`config.mk`:
```
export PLATFORM = sky130hd
export DESIGN_NAME = cpu_memory_flat
export DESIGN_NICKNAME = d
export VERILOG_FILES = /design/src/rtl/cpu_pkg.sv /design/src/rtl/cpu_memory_if.sv /design/src/rtl/cpu_memory_load_align.sv /design/src/rtl/cpu_memory.sv /design/src/flat_wrapper.sv
export SDC_FILE = /design/constraint.sdc
export NUM_CORES = 1
export LEC_CHECK = 0
export BUFFER_PORTS_ARGS = -buffer_cell sky130_fd_sc_hd__buf_2
export CAP_MARGIN = 20
export CORE_AREA = 2 2 103 105
export CTS_CLUSTER_SIZE = 12
export DETAILED_ROUTE_END_ITERATION = 8
export DIE_AREA = 0 0 105 107
export PLACE_DENSITY_LB_ADDON = 0.3
export SLEW_MARGIN = 20
export SYNTH_ARGS = -nofsm -noshare
export SYNTH_HDL_FRONTEND = slang
export SYNTH_SLANG_ARGS = --single-unit
export TNS_END_PERCENT = 10
```
`constraint.sdc`:
```
create_clock -name clock -period 2.7 [get_ports clock]
set_clock_uncertainty 0.15 [all_clocks]
set_input_delay 0.405 -clock clock [delete_from_list [all_inputs] [get_ports clock]]
set_output_delay 0.405 -clock clock [all_outputs]
set_load 0.03 [all_outputs]
```
`src/rtl/cpu_pkg.sv`:
```
// Shared types and op-class helpers for the Falcon CPU memory stage.
// Opcode values are mirrored here so the memory stage can classify instructions.
package cpu_pkg;

  typedef enum logic [1:0] {
    IDLE = 2'd0,
    WAIT = 2'd1,
    HOLD = 2'd2
  } mem_state_t;

  localparam logic [1:0] SIZE_BYTE = 2'b00;
  localparam logic [1:0] SIZE_HALF = 2'b01;
  localparam logic [1:0] SIZE_WORD = 2'b10;

  localparam logic [5:0] OP_MUL  = 6'h02;
  localparam logic [5:0] OP_LDB  = 6'h10;
  localparam logic [5:0] OP_LDBU = 6'h11;
  localparam logic [5:0] OP_LDH  = 6'h12;
  localparam logic [5:0] OP_LDHU = 6'h13;
  localparam logic [5:0] OP_LDW  = 6'h14;
  localparam logic [5:0] OP_STB  = 6'h18;
  localparam logic [5:0] OP_STH  = 6'h19;
  localparam logic [5:0] OP_STW  = 6'h1a;
  localparam logic [5:0] OP_CSR  = 6'h30;
  localparam logic [5:0] OP_SYS  = 6'h31;

  function automatic logic is_load(input logic [5:0] op);
    return op inside {OP_LDB, OP_LDBU, OP_LDH, OP_LDHU, OP_LDW};
  endfunction

  function automatic logic is_store(input logic [5:0] op);
    return op inside {OP_STB, OP_STH, OP_STW};
  endfunction

  // Branches occupy the whole 0x20-0x2f opcode block.
  function automatic logic is_branch(input logic [5:0] op);
    return op[5:4] == 2'b10;
  endfunction

  function automatic logic writes_reg(input logic [5:0] op);
    return !(is_store(op) || is_branch(op) || op == OP_CSR || op == OP_SYS);
  endfunction

  function automatic logic [1:0] load_size(input logic [5:0] op);
    case (op)
      OP_LDB, OP_LDBU: return SIZE_BYTE;
      OP_LDH, OP_LDHU: return SIZE_HALF;
      default:         return SIZE_WORD;
    endcase
  endfunction

  function automatic logic load_signed(input logic [5:0] op);
    return (op == OP_LDB) || (op == OP_LDH);
  endfunction

endpackage

```
`src/rtl/cpu_memory_if.sv`:
```
// Data-bus handshake between the issuing stage / bus and the memory stage.
interface cpu_memory_if;
  logic        p3_request;
  logic        p3_write;
  logic [1:0]  p3_addr_lsb;
  logic        cpu_ack;
  logic [31:0] cpu_rdata;

  modport master (output p3_request, p3_write, p3_addr_lsb, cpu_ack, cpu_rdata);
  modport slave  (input  p3_request, p3_write, p3_addr_lsb, cpu_ack, cpu_rdata);
endinterface

```
`src/rtl/cpu_memory_load_align.sv`:
```
// Load data alignment: selects byte/halfword/word by address and extends it.
module cpu_load_align
  import cpu_pkg::*;
(
  input  logic [5:0]  op,
  input  logic [1:0]  addr_lsb,
  input  logic [31:0] rdata,
  output logic [31:0] data
);

  logic [7:0]  lanes [4];
  logic [7:0]  byte_sel;
  logic [15:0] half_sel;
  logic        sign_en;

  for (genvar gi = 0; gi < 4; gi++) begin : g_lane
    assign lanes[gi] = rdata[8*gi +: 8];
  end

  always_comb begin
    byte_sel = lanes[addr_lsb];
    half_sel = addr_lsb[1] ? rdata[31:16] : rdata[15:0];
    sign_en  = load_signed(op);
    case (load_size(op))
      SIZE_BYTE: data = {{24{sign_en & byte_sel[7]}}, byte_sel};
      SIZE_HALF: data = {{16{sign_en & half_sel[15]}}, half_sel};
      default:   data = rdata;
    endcase
  end

endmodule

```
`src/rtl/cpu_memory.sv`:
```
// Falcon CPU stage 4: tracks the data-bus transaction, aligns loads, registers write-back.
// Optional bus timeout is enabled by defining CPU_BUS_TIMEOUT_EN.
module cpu_memory
  import cpu_pkg::*;
#(
  parameter int TIMEOUT_CYCLES = 255
) (
  input  logic               clock,
  input  logic               reset,
  input  logic               stall,
  input  logic [5:0]         p3_op,
  input  logic [4:0]         p3_dest,
  cpu_memory_if.slave        bus,
  input  logic [31:0]        p4_alu_out,
  input  logic [31:0]        p4_mult,
  input  logic               p4_jump_taken,
  output logic               p4_mem_stall,
  output logic [31:0]        p4_result,
  output logic [4:0]         p5_dest,
  output logic [31:0]        p5_wdata,
  output logic               p5_we,
  output logic               p4_bus_error
);

  mem_state_t  state_reg;
  logic [5:0]  p4_op_reg;
  logic [4:0]  p4_dest_reg;
  logic        p4_request_reg;
  logic        p4_write_reg;
  logic [1:0]  p4_lsb_reg;
  logic        p4_valid_reg;
  logic [31:0] hold_data_reg;

  logic        capture;
  logic        new_txn;
  logic        ack_seen;
  logic        timeout;
  logic        wb_en;
  logic [31:0] load_src;
  logic [31:0] load_data;

  assign capture  = !stall;
  assign new_txn  = capture && bus.p3_request && !p4_jump_taken;
  assign ack_seen = (state_reg == WAIT) && bus.cpu_ack;

`ifdef CPU_BUS_TIMEOUT_EN
  logic [7:0] tmo_cnt_reg;

  // An ack in the timeout cycle wins, hence the !cpu_ack term.
  assign timeout = (state_reg == WAIT) && !bus.cpu_ack && (tmo_cnt_reg == 8'(TIMEOUT_CYCLES));

  always_ff @(posedge clock) begin
    if (reset) begin
      tmo_cnt_reg <= '0;
    end else if (new_txn) begin
      tmo_cnt_reg <= '0;
    end else if (state_reg == WAIT && !bus.cpu_ack) begin
      tmo_cnt_reg <= tmo_cnt_reg + 8'd1;
    end
  end
`else
  // Without the timeout the parameter has no effect; this term is constant 0.
  assign timeout = (TIMEOUT_CYCLES < 0);
`endif

  assign p4_mem_stall = (state_reg == WAIT) && !bus.cpu_ack && !timeout;
  assign p4_bus_error = timeout;
  assign load_src     = ack_seen ? bus.cpu_rdata : hold_data_reg;

  cpu_load_align u_align (
    .op       (p4_op_reg),
    .addr_lsb (p4_lsb_reg),
    .rdata    (load_src),
    .data     (load_data)
  );

  always_comb begin
    if (is_load(p4_op_reg))      p4_result = load_data;
    else if (p4_op_reg == OP_MUL) p4_result = p4_mult;
    else                          p4_result = p4_alu_out;
  end

  assign wb_en = p4_valid_reg && (p4_dest_reg != 5'd0) && writes_reg(p4_op_reg)
               && !(p4_request_reg && p4_write_reg) && !p4_mem_stall && !timeout;

  always_ff @(posedge clock) begin
    if (reset) begin
      state_reg      <= IDLE;
      p4_op_reg      <= '0;
      p4_dest_reg    <= '0;
      p4_request_reg <= 1'b0;
      p4_write_reg   <= 1'b0;
      p4_lsb_reg     <= '0;
      p4_valid_reg   <= 1'b0;
      hold_data_reg  <= '0;
      p5_dest        <= '0;
      p5_wdata       <= '0;
      p5_we          <= 1'b0;
    end else begin
      if (capture) begin
        p4_op_reg      <= p3_op;
        p4_dest_reg    <= p3_dest;
        p4_request_reg <= bus.p3_request;
        p4_write_reg   <= bus.p3_write;
        p4_lsb_reg     <= bus.p3_addr_lsb;
        p4_valid_reg   <= !p4_jump_taken;
      end else if (timeout) begin
        // An abandoned load must not write back later with stale data.
        p4_valid_reg   <= 1'b0;
      end

      case (state_reg)
        IDLE: if (new_txn) state_reg <= WAIT;
        WAIT: begin
          if (bus.cpu_ack && stall) begin
            state_reg     <= HOLD;
            hold_data_reg <= bus.cpu_rdata;
          end else if (bus.cpu_ack || timeout) begin
            state_reg <= new_txn ? WAIT : IDLE;
          end
        end
        HOLD: if (!stall) state_reg <= new_txn ? WAIT : IDLE;
        default: state_reg <= IDLE;
      endcase

      // A stalled cycle writes a bubble so the held instruction retires once.
      if (stall) begin
        p5_we <= 1'b0;
      end else begin
        p5_dest  <= p4_dest_reg;
        p5_wdata <= p4_result;
        p5_we    <= wb_en;
      end
    end
  end

endmodule

```
`src/flat_wrapper.sv`:
```
// flat-port wrapper written by rule: the top's interface ports become plain ports
module cpu_memory_flat import cpu_pkg::*;
#(
  parameter int TIMEOUT_CYCLES = 255
)
  (clock, reset, stall, p3_op, p3_dest, p4_alu_out, p4_mult, p4_jump_taken, p4_mem_stall, p4_result, p5_dest, p5_wdata, p5_we, p4_bus_error, bus_p3_request, bus_p3_write, bus_p3_addr_lsb, bus_cpu_ack, bus_cpu_rdata);
  cpu_memory_if bus_i ();
  input  logic clock;
  input  logic reset;
  input  logic stall;
  input  logic [5:0] p3_op;
  input  logic [4:0] p3_dest;
  input  logic [31:0] p4_alu_out;
  input  logic [31:0] p4_mult;
  input  logic p4_jump_taken;
  output logic p4_mem_stall;
  output logic [31:0] p4_result;
  output logic [4:0] p5_dest;
  output logic [31:0] p5_wdata;
  output logic p5_we;
  output logic p4_bus_error;
  input wire logic [$bits(bus_i.p3_request)-1:0] bus_p3_request;
  input wire logic [$bits(bus_i.p3_write)-1:0] bus_p3_write;
  input wire logic [$bits(bus_i.p3_addr_lsb)-1:0] bus_p3_addr_lsb;
  input wire logic [$bits(bus_i.cpu_ack)-1:0] bus_cpu_ack;
  input wire logic [$bits(bus_i.cpu_rdata)-1:0] bus_cpu_rdata;
  assign bus_i.p3_request = bus_p3_request;
  assign bus_i.p3_write = bus_p3_write;
  assign bus_i.p3_addr_lsb = bus_p3_addr_lsb;
  assign bus_i.cpu_ack = bus_cpu_ack;
  assign bus_i.cpu_rdata = bus_cpu_rdata;
  cpu_memory #(.TIMEOUT_CYCLES(TIMEOUT_CYCLES)) u_core (.clock(clock), .reset(reset), .stall(stall), .p3_op(p3_op), .p3_dest(p3_dest), .bus(bus_i), .p4_alu_out(p4_alu_out), .p4_mult(p4_mult), .p4_jump_taken(p4_jump_taken), .p4_mem_stall(p4_mem_stall), .p4_result(p4_result), .p5_dest(p5_dest), .p5_wdata(p5_wdata), .p5_we(p5_we), .p4_bus_error(p4_bus_error));
endmodule
```
# Word-level counts from Yosys, hierarchy flattened
# Index checks and enable logic that the tools add are counted.
[classes] multipliers=0 reduce_logical=30 shift=0 bitwise=3 n_div=0 addsub=0 order_cmp=1 n_mux=15 n_eq_ne=18
[ops] operator="$mux W32" count=3
[ops] operator="$pmux W32 S2" count=1
[ops] operator="$eq A6 B5 Y1 const B" count=8
[ops] operator="$bmux W8 S2" count=1
[ops] operator="$mux W16" count=1
[ops] operator="$mux W8" count=2
[ops] operator="$eq A6 B6 Y1 const B" count=2
[ops] operator="$logic_and A1 B1 Y1" count=10
[ops] operator="$reduce_bool A5 Y1" count=2
[ops] operator="$mux W2" count=4
[ops] operator="$eq A6 B2 Y1 const B" count=1
[ops] operator="$logic_not A1 Y1" count=6
[ops] operator="$pmux W2 S3" count=1
[ops] operator="$reduce_or A2 Y1" count=3
[ops] operator="$eq A2 B1 Y1 const B" count=2
[ops] operator="$eq A2 B2 Y1 const B" count=2
[ops] operator="$logic_not A2 Y1" count=2
[ops] operator="$logic_or A1 B1 Y1" count=4
[ops] operator="$pmux W2 S2" count=1
[ops] operator="$ge A3 B3 Y1 const B" count=1
[ops] operator="$ne A3 B3 Y1 const B" count=1
[ops] operator="$not A2 Y3" count=1
[ops] operator="$reduce_and A3 Y1" count=1
[ops] operator="$reduce_bool A3 Y1" count=1
[ops] operator="other kinds (5)" count=6
[totals] ram_bits=0 memories=0 in_bits=116 latchBits=0 ff_bits=88 mem_bits_ro=0

# Depth between registers and ports, before layout
[logic_depth] word_depth=9 ltp_mapped=9

# Hierarchy
# Synthesis repeated with hierarchy kept, for this count alone.
[hier_totals] hier_cells=642 hier_area_um2=5327.6
[by_module_without_submodules] mod="cpu_memory" area_per_inst_um2=4534.3 instances=1 cells_per_inst=531 seq_area_each_um2=1761.7
[by_module_without_submodules] mod="cpu_load_align" area_per_inst_um2=793.3 instances=1 cells_per_inst=111 seq_area_each_um2=0.0

# Least setup slack after synthesis
# Ideal clock, no wire load.
[synth_path] path_kind="input -> output" start="input bus_cpu_ack" end="output p4_result[0]" path_slack_ns=-0.030 stages=8 arrival_ns=2.175 path_buffers=3 cell_sequence="and3b_1 > buf_6 > buf_2 > buf_2 > nand2_1 > and3_1 > a211o_1 > a21oi_1"
[synth_between] elab_chain_len=7
[synth_lines] element="start: declaration" line="flat_wrapper.sv:25" text="input wire logic [$bits(bus_i.cpu_ack)-1:0] bus_cpu_ack;"
[synth_lines] element="$logic_and A1 B1 Y1 (*)" line="cpu_memory.sv:44" text="assign ack_seen = (state_reg == WAIT) && bus.cpu_ack;"
[synth_lines] element="$mux W32 (*)" line="cpu_memory.sv:68" text="assign load_src = ack_seen ? bus.cpu_rdata : hold_data_reg;"
[synth_lines] element="$bmux W8 S2" line="cpu_memory_load_align.sv:21" text="byte_sel = lanes[addr_lsb];"
[synth_lines] element="$mux W8 (not written as such) (2 in a row)" line="cpu_memory_load_align.sv:21"
[synth_lines] element="$pmux W32 S2 (*)" line="cpu_memory_load_align.sv:24" text="case (load_size(op))"
[synth_lines] element="$mux W32 (*)" line="cpu_memory.sv:78" text="if (is_load(p4_op_reg)) p4_result = load_data;"
[synth_lines] element="end: declaration" line="flat_wrapper.sv:17" text="output logic [31:0] p4_result;"
# Mark *: on every way between the ends. The rest lies on a longest branch, timed or not. The select of a mux whose other input is x is not followed.

# Final worst setup path
[layout_path] start="register u_core.state_reg[1]" end="output p4_result[28]"
[layout_between] elab_chain_len=9
[layout_lines] element="start: declaration" line="cpu_memory.sv:25" text="mem_state_t state_reg;"
[layout_lines] element="start signal: assignment" line="cpu_memory.sv:119" text="state_reg <= new_txn ? WAIT : IDLE;"
[layout_lines] element="start signal: assignment" line="cpu_memory.sv:122" text="HOLD: if (!stall) state_reg <= new_txn ? WAIT : IDLE;"
[layout_lines] element="$eq A2 B1 Y1 (*)" line="cpu_memory.sv:44"
[layout_lines] element="$logic_and A1 B1 Y1 (*)" line="cpu_memory.sv:44"
[layout_lines] element="$mux W32 (*)" line="cpu_memory.sv:68"
[layout_lines] element="$bmux W8 S2" line="cpu_memory_load_align.sv:21"
[layout_lines] element="$mux W8 (not written as such) (2 in a row)" line="cpu_memory_load_align.sv:21"
[layout_lines] element="$and A1 B1 Y1" line="cpu_memory_load_align.sv:25" text="SIZE_BYTE: data = {{24{sign_en & byte_sel[7]}}, byte_sel};"
[layout_lines] element="$pmux W32 S2 (*)" line="cpu_memory_load_align.sv:24"
[layout_lines] element="$mux W32 (*)" line="cpu_memory.sv:78"
# Marked as above.

==> impl_metrics.tcl <==
set metrics [dict create \
    ys_ff_latch 88 \
    synth_compound_area_frac 0.1910 \
    synth.most_common_cell "nand2_1" \
    antenna_left 0 \
    finalWirelength_mm 18.38 \
    synth_simple_gate_area_frac 0.2724 \
    post-route-min-period_ns 3.151 \
    antenna_cells 0 \
    place_inst 964 \
    crit_top_cell "buf_6" \
    wire_per_inst_um 18.34 \
    clockBufferDepth 2 \
    ys_warn_count 0 \
    r2r_start "u_core.state_reg[1]" \
    pre_cts_slack_ns -0.2560 \
    slowest_delay_ns 0.54 \
    swShare 0.3372 \
    rows 37 \
    startpoint "u_core.state_reg[1]" \
    hp-class "input port to flip-flop" \
    maxSlewHeadroom 0.5538 \
    synth_nets 756 \
    avgSynthCellArea_um2 7.808 \
    n_fill_cell 809 \
    setup_viol 32 \
    grt_pass1_vias 5715 \
    core_um2 10090 \
    grt_max_degree 43 \
    worstPathArrival_ns 2.60 \
    grt_first_pass_wirelength_mm 28.64 \
    antenna_found_initial 0 \
    hold_buffers 0 \
    grt_usage 0.3229 \
    fin_ws_ns -0.4506 \
    clkLatencyLatePin_ns 0.37 \
    cp-end-kind "output pin" \
    fin_nets 977 \
    p_per_area_nw_per_um2 469.9 \
    status "finished, violations left" \
    pwr-share-clk 0.277 \
    die_area_um2 11240 \
    root_buffer "clkbuf_8" \
    reg2reg_depth 10 \
    multi_input_comb_area_um2 3268 \
    area_delta_synth_final_pct 44.17 \
    synth_edf_count 0 \
    synth-main-ff-cell "dfxtp_1" \
    netlist_top_cells_area "dfxtp_1, nand2_1, mux2i_1" \
    synth_mux_area_frac 0.1272 \
    hold_viol 0 \
    crit_required_ns 2.14 \
    hpwlAfterDp_mm 12.88 \
    fin_crit_sh 1.167 \
    tightestPinTransition_ns 0.6676 \
    synth_common_cells "nand2_1, dfxtp_1, a21oi_1, mux2i_1, nor2_1" \
    finalPower_mw 3.386 \
    initial_core_util 0.4952 \
    critPathLaunchType "flip-flop" \
    place.port_buffers 186 \
    synth_xor_area_frac 0 \
    fin_util 0.7139 \
    pin_count 188 \
    cap_violations 0 \
    cts_tree "done" \
    worstPathMaxFanout 5 \
    worst-setup-path-type "flip-flop to output pin" \
    hold_start "p3_dest[0]" \
    report.final.slew_viol_count 0 \
    r2r-end "u_core.p5_wdata[28]" \
    clkSinkCount 88 \
    syn-cell-area_um2 4997 \
    postLayoutCellArea_um2 7204 \
    setup-tns-final_ns -11.52 \
    endpoint "p4_result[28]" \
    holdWs_ns 0.1057 \
    path_cells "and3b_2 -> mux4_2 -> nor2_4 -> buf_6 -> buf_6 -> nor3_4 -> or3_4 -> and2_4 -> buf_6" \
    rsz0062_at_grt "yes" \
    placed_cell_area_um2 6322 \
    route.vias.total 5770 \
    synth_seq_area_share 0.3525 \
    synth_top_family_by_area "simple AND/OR/NAND/NOR gates" \
    cp_slowest_cell "mux4_2" \
    htreeDepth 3 \
    first_pass_iters 6 \
    internal-power_mw 2.244 \
    clk_pin_slew_ns 0.09 \
    drive_above_1_share 0.4249 \
    drc 0 \
    viasPerCell 5.758 \
    max_freq_mhz 317.4 \
    ir_worst_vdd_mv 0.3025 \
    leakage_nw 3.127 \
    drt_iter0_drc 587 \
    numCtsBuffers 9 \
    synth_area_leader_cell "dfxtp_1" \
    syn_inst 640 \
    gr-total-overflow 0 \
    instances_no_fill 1002 \
    die_w_um 105 \
    synth-adder-area-share 0 \
    combPwrFrac 0.309 \
    ys_types 52 \
    min_path_cells 3 \
    netlist.area_leader.share 0.3525 \
    synthArstFlopShare 0 \
    violations "negative setup slack" \
    seqCellArea_um2 1765 \
    rrSetupSlack_ns 0.03 \
    power.switching_mw 1.142 \
    p_seq_frac 0.414 \
    die_h_um 107 \
    globalplace.congestion 0.9219 \
]
critical path: cells and delay by family (launching register included):
kind | cells | cell delay [ns]
and+or+nand+nor | 5 | 1.00
buffers and inverters | 3 | 0.36
DFF | 1 | 0.33
muxes | 1 | 0.54
what timing repair did:
action	CTS	global route
gates cloned	3	0
buffers inserted	13	6
endpoints found under the hold margin	0	0
resized for setup	124	23
pin swaps	33	17
setup endpoints to repair	32	32
layer usage:
| metal | up-vias | global-route usage | part of all wire |
|---|---|---|---|
| li1 | 2698 | - | - |
| met1 | 2724 | 0.3708 | 0.38 |
| met2 | 290 | 0.5802 | 0.50 |
| met3 | 58 | 0.05957 | 0.079 |
| met4 | 0 | 0.1514 | 0.035 |
| met5 | - | 0 | 0 |
cell type report:
cell class,count,share of cell area
Timing Repair Buffer,263,0.2459
Inverter,9,0.004689
Tap cell,136,0.02362
Clock buffer,9,0.01719
Multi-Input combinational cell,490,0.4536
Clock inverter,7,0.009899
Sequential cell,88,0.2450
cell usage in the layout (no fill, tap or decap), types with 3 or more instances in the layout:
cell | synthesis | routed
mux2i_4 | 0 | 4
or3_4 | 0 | 17
inv_1 | 9 | 9
and2_4 | 0 | 17
nor2_4 | 1 | 3
buf_12 | 0 | 4
o21ai_0 | 14 | 4
and3_1 | 5 | 5
a221oi_1 | 8 | 8
buf_2 | 11 | 154
a21oi_2 | 0 | 6
o21ai_1 | 5 | 7
nand3_1 | 24 | 24
nand2b_1 | 3 | 3
o21ai_2 | 0 | 7
clkinvlp_4 | 0 | 3
buf_6 | 3 | 28
nand2_1 | 162 | 160
a31oi_1 | 5 | 5
nand3b_1 | 5 | 5
dfxtp_2 | 0 | 3
nor2_1 | 35 | 34
mux2i_1 | 50 | 46
clkbuf_8 | 0 | 9
a32o_1 | 22 | 22
mux4_2 | 6 | 6
a21oi_1 | 56 | 50
buf_4 | 1 | 75
o21ba_2 | 7 | 7
o22ai_1 | 3 | 3
dfxtp_1 | 88 | 85
a22o_1 | 5 | 5
a211o_1 | 6 | 6
kinds of logic after synthesis:
logic type,count (synthesis)
compound gates,140
simple gates,291
mux,56
other cells,1
buf+inv,64
flops,88
power groups by stage:
stage | combinational (mW) | clock (mW) | sequential, mW
floorplan | 0.464 | 0 | 1.50
global placement | 0.851 | 0 | 1.42
detailed placement | 0.864 | 0 | 1.43
CTS | 1.01 | 0.945 | 1.40
global route | 1.11 | 0.992 | 1.41
finish | 1.05 | 0.937 | 1.40
worst min-delay path by stage:
| stage | endpoint | slack [ns] |
|---|---|---|
| 6_report | u_core.p4_dest_reg[0] | 0.11 |
| 5_1_grt | u_core.p4_lsb_reg[0] | 0.11 |
| 4_1_cts | u_core.p4_dest_reg[0] | 0.10 |
| 3_5_place_dp | u_core.hold_data_reg[4] | 0.30 |
| 3_3_place_gp | u_core.hold_data_reg[13] | 0.29 |
| 2_1_floorplan | u_core.hold_data_reg[0] | 0.29 |
Note: power is estimated with default switching activity, not from simulation.
